File: src/rtl/bit_stuffer_if.sv
// Handshake bundle between the packet serializer, the bit stuffer and the
// NRZI encoder. The slave modport is the stuffer's view; master is the
// view of whatever drives raw bits in and consumes the stuffed stream.
interface bit_stuffer_if;
  // Upstream (raw bit) side
  logic in_bit;
  logic in_valid;
  logic in_last;
  logic in_ready;
  // Downstream (stuffed bit) side
  logic out_bit;
  logic out_valid;
  logic out_last;
  logic out_stuffed;
  logic out_ready;

  modport master (
    output in_bit,
    output in_valid,
    output in_last,
    input  in_ready,
    input  out_bit,
    input  out_valid,
    input  out_last,
    input  out_stuffed,
    output out_ready
  );

  modport slave (
    input  in_bit,
    input  in_valid,
    input  in_last,
    output in_ready,
    output out_bit,
    output out_valid,
    output out_last,
    output out_stuffed,
    input  out_ready
  );
endinterface

File: src/rtl/bit_stuffer.sv
// Transmit-side USB bit stuffer: inserts a 0 after every MAX_ONES
// consecutive 1s of the raw stream. One-entry registered output stage,
// so a bit accepted this cycle is presented downstream on the next.
module bit_stuffer #(
  parameter int unsigned MAX_ONES = 6
) (
  input  logic              clk,
  input  logic              nRST,
  input  logic              stuff_en,
  bit_stuffer_if.slave      bus
);

  localparam int unsigned CNT_W = $clog2(MAX_ONES + 1);

  typedef enum logic [0:0] {
    StPass,
    StStuff
  } state_e;

  state_e             state_q;
  logic [CNT_W-1:0]   one_count_q;
  logic               pend_last_q;
  logic               out_bit_q;
  logic               out_valid_q;
  logic               out_last_q;
  logic               out_stuffed_q;

  logic               slot_free;
  logic               in_ready;
  logic               accept;
  logic               run_full;

  // Output slot is free when empty or being drained this cycle
  always_comb begin
    slot_free = !out_valid_q || bus.out_ready;
    in_ready  = slot_free && (state_q == StPass);
    accept    = bus.in_valid && in_ready;
    // This 1 completes a run of MAX_ONES, so a stuff bit must follow it
    run_full  = stuff_en && bus.in_bit && (one_count_q == CNT_W'(MAX_ONES - 1));
  end

  assign bus.in_ready    = in_ready;
  assign bus.out_bit     = out_bit_q;
  assign bus.out_valid   = out_valid_q;
  assign bus.out_last    = out_last_q;
  assign bus.out_stuffed = out_stuffed_q;

  // PASS/STUFF state machine with registered output stage and ones counter
  always_ff @(posedge clk or negedge nRST) begin
    if (!nRST) begin
      state_q       <= StPass;
      one_count_q   <= '0;
      pend_last_q   <= 1'b0;
      out_bit_q     <= 1'b0;
      out_valid_q   <= 1'b0;
      out_last_q    <= 1'b0;
      out_stuffed_q <= 1'b0;
    end else begin
      unique case (state_q)
        StPass: begin
          if (accept) begin
            out_bit_q     <= bus.in_bit;
            out_valid_q   <= 1'b1;
            out_stuffed_q <= 1'b0;
            if (run_full) begin
              // Packet end (if any) moves onto the stuff bit that follows
              one_count_q <= '0;
              state_q     <= StStuff;
              pend_last_q <= bus.in_last;
              out_last_q  <= 1'b0;
            end else if (bus.in_last) begin
              out_last_q  <= 1'b1;
              one_count_q <= '0;
            end else begin
              out_last_q  <= 1'b0;
              one_count_q <= (stuff_en && bus.in_bit) ? one_count_q + CNT_W'(1) : '0;
            end
          end else if (bus.out_ready) begin
            out_valid_q   <= 1'b0;
            out_last_q    <= 1'b0;
            out_stuffed_q <= 1'b0;
          end
        end
        StStuff: begin
          // Input is held off (in_ready low) for the whole stuff cycle
          if (slot_free) begin
            out_bit_q     <= 1'b0;
            out_valid_q   <= 1'b1;
            out_stuffed_q <= 1'b1;
            out_last_q    <= pend_last_q;
            state_q       <= StPass;
          end
        end
      endcase
    end
  end

  // A stalled output must be held until the downstream takes it
  a_out_stable : assert property (
    @(posedge clk) disable iff (!nRST)
    (out_valid_q && !bus.out_ready) |=>
      (out_valid_q && $stable(out_bit_q) && $stable(out_last_q) && $stable(out_stuffed_q))
  );

endmodule

File: src/flat_wrapper.sv
// flat-port wrapper written by rule: the top's interface ports become plain ports
module bit_stuffer_flat 
#(
  parameter int unsigned MAX_ONES = 6
)
  (clk, nRST, stuff_en, bus_in_bit, bus_in_valid, bus_in_last, bus_in_ready, bus_out_bit, bus_out_valid, bus_out_last, bus_out_stuffed, bus_out_ready);
  bit_stuffer_if bus_i ();
  input  logic clk;
  input  logic nRST;
  input  logic stuff_en;
  input wire logic [$bits(bus_i.in_bit)-1:0] bus_in_bit;
  input wire logic [$bits(bus_i.in_valid)-1:0] bus_in_valid;
  input wire logic [$bits(bus_i.in_last)-1:0] bus_in_last;
  output wire logic [$bits(bus_i.in_ready)-1:0] bus_in_ready;
  output wire logic [$bits(bus_i.out_bit)-1:0] bus_out_bit;
  output wire logic [$bits(bus_i.out_valid)-1:0] bus_out_valid;
  output wire logic [$bits(bus_i.out_last)-1:0] bus_out_last;
  output wire logic [$bits(bus_i.out_stuffed)-1:0] bus_out_stuffed;
  input wire logic [$bits(bus_i.out_ready)-1:0] bus_out_ready;
  assign bus_i.in_bit = bus_in_bit;
  assign bus_i.in_valid = bus_in_valid;
  assign bus_i.in_last = bus_in_last;
  assign bus_in_ready = bus_i.in_ready;
  assign bus_out_bit = bus_i.out_bit;
  assign bus_out_valid = bus_i.out_valid;
  assign bus_out_last = bus_i.out_last;
  assign bus_out_stuffed = bus_i.out_stuffed;
  assign bus_i.out_ready = bus_out_ready;
  bit_stuffer #(.MAX_ONES(MAX_ONES)) u_core (.clk(clk), .nRST(nRST), .stuff_en(stuff_en), .bus(bus_i));
endmodule
File: config.mk
export PLATFORM = sky130hd
export DESIGN_NAME = bit_stuffer_flat
export DESIGN_NICKNAME = d
export VERILOG_FILES = /design/src/rtl/bit_stuffer_if.sv /design/src/rtl/bit_stuffer.sv /design/src/flat_wrapper.sv
export SDC_FILE = /design/constraint.sdc
export NUM_CORES = 1
export LEC_CHECK = 0
export CORE_MARGIN = 2
export CORE_UTILIZATION = 35
export DETAILED_ROUTE_END_ITERATION = 10
export GPL_TIMING_DRIVEN = 0
export PLACE_DENSITY = 0.59
export SLEW_MARGIN = 5
export SYNTH_ARGS = -nofsm -noshare
export SYNTH_HDL_FRONTEND = slang
export SYNTH_SLANG_ARGS = --single-unit
File: constraint.sdc
create_clock -name clk -period 2.5 [get_ports clk]
set_input_delay 0.5 -clock clk [delete_from_list [all_inputs] [get_ports clk]]
set_output_delay 0.5 -clock clk [all_outputs]
set_load 0.1 [all_outputs]
Word level (Yosys, flattened, before mapping)
Index checks and enable logic that the tools add are counted.

Equality and inequality tests: 4. Muxes and demuxes: 21. Bitwise gates (word level): 1. Add/sub/neg operators: 1. Reductions and logical operators: 10.

Operators by type and width (number): $mux W1 (13); $pmux W1 S2 (5); $mux W3 (3); $reduce_and A2 Y1 (3); $logic_and A1 B1 Y1 (4); $add A3 B1 Y3 const B (1); $eq A3 B3 Y1 const B (1); $ne A3 B2 Y1 const B (1); $reduce_and A3 Y1 (1); $ne A2 B1 Y1 const B (1); $ne A2 B2 Y1 const B (1); $logic_not A1 Y1 (1); $logic_or A1 B1 Y1 (1); $not A1 Y1 (1).

Word-level logic and storage cells: 44. Output and inout port bits: 5. Register bits after elaboration: 9.

Longest topological paths before layout
Depth after elaboration: 6. Depth in mapped cells: 5. Mapped depth without buffers: 5.

Least setup slack after synthesis
Ideal clock, no wire load.

Kind: register to output. Start point: register u_core.out_valid_q, in the netlist u_core.bus.out_valid. End point: output bus_in_ready. Required time: 2000 ps. Cell stages (with the launch flop): 3. Path slack: -331 ps. Buffers on the path: 0. Data arrival time: 2331 ps. Path through: dfrtp_1 > nor2b_1 > nor2_1.

Longest elaborated chain between the ends: 3.

RTL lines: start: declaration (line bit_stuffer.sv:24) `logic out_valid_q;`; start signal: assignment (line bit_stuffer.sv:55) `out_valid_q <= 1'b0;`; start signal: assignment (line bit_stuffer.sv:63) `out_valid_q <= 1'b1;`; start signal: assignment (line bit_stuffer.sv:79) `out_valid_q <= 1'b0;`; $logic_not A1 Y1 (line bit_stuffer.sv:35) `slot_free = !out_valid_q || bus.out_ready;`; $logic_or A1 B1 Y1 (line bit_stuffer.sv:35); $logic_and A1 B1 Y1 (line bit_stuffer.sv:36) `in_ready = slot_free && (state_q == StPass);`; end: declaration (line flat_wrapper.sv:14) `output wire logic [$bits(bus_i.in_ready)-1:0] bus_in_ready;`.

No other way between the ends.

Worst setup path in the final report
Start point: register u_core.out_valid_q, in the netlist u_core.bus.out_valid. End point: output bus_out_valid.

RTL lines: end: declaration (line flat_wrapper.sv:16) `output wire logic [$bits(bus_i.out_valid)-1:0] bus_out_valid;`.

No word-level cell between the ends.

==> flow_summary.ini <==
[outcome]
outcome = complete, no violations

[clocking]
numCtsBuffers = 3
cts_sinks = 9
htreeDepth = 1
postCtsSetupRepairBufs = 0
cts.clk_slew.worst_paths_ps = 60
clock_latency_ps = 260
cts_tree = yes
clockBufferDepth = 2
cts_root_buffer = clkbuf_4

[placed_design]
dpl-instance-area_um2 = 588
port_buffers = 11
dpl.cell_count = 68
dp_hpwl_um = 723
preCtsSetupSlack_ps = -341
routabilityCongestion = 0.699

[timing]
finalHoldViolations = 0
setup_tns_ps = 0
rsz0062_at_grt = false
holdWs_ps = 497
worst_slew_pin_slew_ps = 959
setup_violations = 0
timing.final.crit_share_pct = 92.0
maxSlewViolCount = 0
timing.fmax_mhz = 435
skew_ps = 2.93
period_needed_ps = 2300
maxSlewHeadroom_pct = 35.9
finalWorstSetupSlack_ps = 201

[logic_synthesis]
synthAdderAreaFrac_pct = 5.48
ys_warn_count = 0
syn_inst = 42
synth-simple-area-share_pct = 18.9
synth_area_per_cell_um2 = 10.9
synth.net_count = 51
synth_area_leaders = dfrtp_1, a32o_1, ha_1
synth_mux_area_share_pct = 5.75
syn-cell-area_um2 = 457
synth_compound_area_share_pct = 18.1
synthDistinctLibCells = 21
ys_ff_latch = 9
yosys.area.top_type = dfrtp_1
synth-xor-area-share_pct = 0
synth-seq-area-share_pct = 49.3
synth_top_family_by_area = simple AND/OR/NAND/NOR gates
yosysTopAreaCellShare_pct = 49.3

[worst_setup_path]
critPathKind = reg -> out
crit_path_end_kind = output port
cpPeakStageDelay_ps = 1150
setup.worst_path.start = u_core.bus.out_valid
slowest_stage = clkdlybuf4s50_1
cp-start-kind = flip-flop
crit_end = bus_out_valid
required_ps = 2000
crit_chain = clkdlybuf4s50_1
reg2reg_slack_ps = 1060
cp_max_fo = 5
arrival_ps = 1800
r2r_start = u_core.one_count_q[0]
rr_worst_depth = 4
r2r-end = u_core.one_count_q[1]
path_buf_inv = 1
cp.depth = 1
cp_top_family = buffers and inverters

[grt]
grt.overflow.total = 0
grt_pass1_vias = 349
grt_max_degree = 10
grtUsageTotal_pct = 14.8
grt_first_pass_wirelength_um = 1440
grt_antenna_before_repair = 0

[die]
core_um2 = 1250
die_h_um = 40.1
initial_utilization_pct = 36.5
io_pins = 12
std_cell_rows = 13
die_area_um2 = 1610
dieWidth_um = 40.1

[layout]
nNetsFinal = 67
mostFrequentLayoutCell = clkdlybuf4s50_1
fin_util_pct = 49.2
fill_cells = 107
drive_above_1_share_pct = 19.3
stdcell_count = 72
stdcell_area_um2 = 616
syn_to_final_growth_pct = 34.8
mostFrequentLayoutCells = clkdlybuf4s50_1, dfrtp_1, o21ai_0
n_antenna_cell = 0

[detailed_routing]
finalWirelength_um = 901
drt-vias-per-instance = 5.25
first_iter_violations = 4
drc = 0
firstDrtPassIters = 3
wire_per_inst_um = 12.5
vias = 378
ant_nets = 0

[min_path]
holdCritStartpoint = u_core.bus.out_bit
min_path_type = reg -> reg

[power]
power_uw = 359
powerDensity_nw_per_um2 = 583
cellLeakagePower_nw = 0.290
irDropWorstVdd_mv = 0.375

[run]
maxCapViolations = 0
## logic make-up (layout without fill, tap and decap cells)
kind of cell / after synthesis / in the layout
flip-flops: 9 / 9
multiplexers: 2 / 2
buffers and inverters: 3 / 18
AO/OA/AOI/OAI: 11 / 11
AND/OR/NAND/NOR: 15 / 15
adder cells (fa/ha/maj): 2 / 2
## Yosys cell counts
master,instances
a211o_1,1
a21o_1,2
nand2b_1,2
mux2_4,1
and2_4,1
ha_1,2
nor2_1,3
inv_1,3
a32o_1,3
or3_2,1
mux2_2,1
nor2b_1,1
nor2b_2,1
nor4_1,1
or3_1,1
nand2_1,2
o21ai_0,4
nand4_1,1
nor3_1,1
a21o_2,1
dfrtp_1,9
## timing repair
| item | CTS | global route |
|---|---|---|
| hold buffers | 0 | 0 |
| endpoints found under the setup margin | 1 | 0 |
| resized for setup | 3 | 0 |
| hold endpoints to repair | 0 | 0 |
## final cells by class
type | instances | area, µm² | share of cell area [%]
tap | 15 | 18.8 | 3.05
inverter | 3 | 11.3 | 1.83
multi-input combinational | 30 | 223 | 36.2
sequential | 9 | 225 | 36.6
clock buffer | 4 | 26.3 | 4.27
timing repair buffer | 11 | 111 | 18.1
## state kept, by name, summed over array words and instances, names as in the netlist
register,count
u_core.bus.out_bit,1
u_core.bus.out_last,1
u_core.bus.out_stuffed,1
u_core.bus.out_valid,1
u_core.one_count_q,3
u_core.pend_last_q,1
u_core.state_q,1
## worst min path at each step
stage	depth (start not counted)	endpoint	slack, ps
floorplan	0	u_core.bus.out_bit	200
global placement	1	u_core.bus.out_bit	480
detailed placement	1	u_core.bus.out_bit	490
CTS	1	u_core.bus.out_bit	510
global route	1	u_core.pend_last_q	530
finish	1	u_core.bus.out_bit	500
## report_power, final
part           internal [mW]  switching, mW
logic                 0.0297         0.0622
registers              0.152        0.00432
clock network         0.0614         0.0495
total                  0.243          0.116
## routing by layer
metal,GRT usage [%],wire length (µm)
met1,15.1,388
met2,23.8,439
met3,5.00,50
met4,12.9,23
met5,0,0
Power figures use the tool's default switching activity.
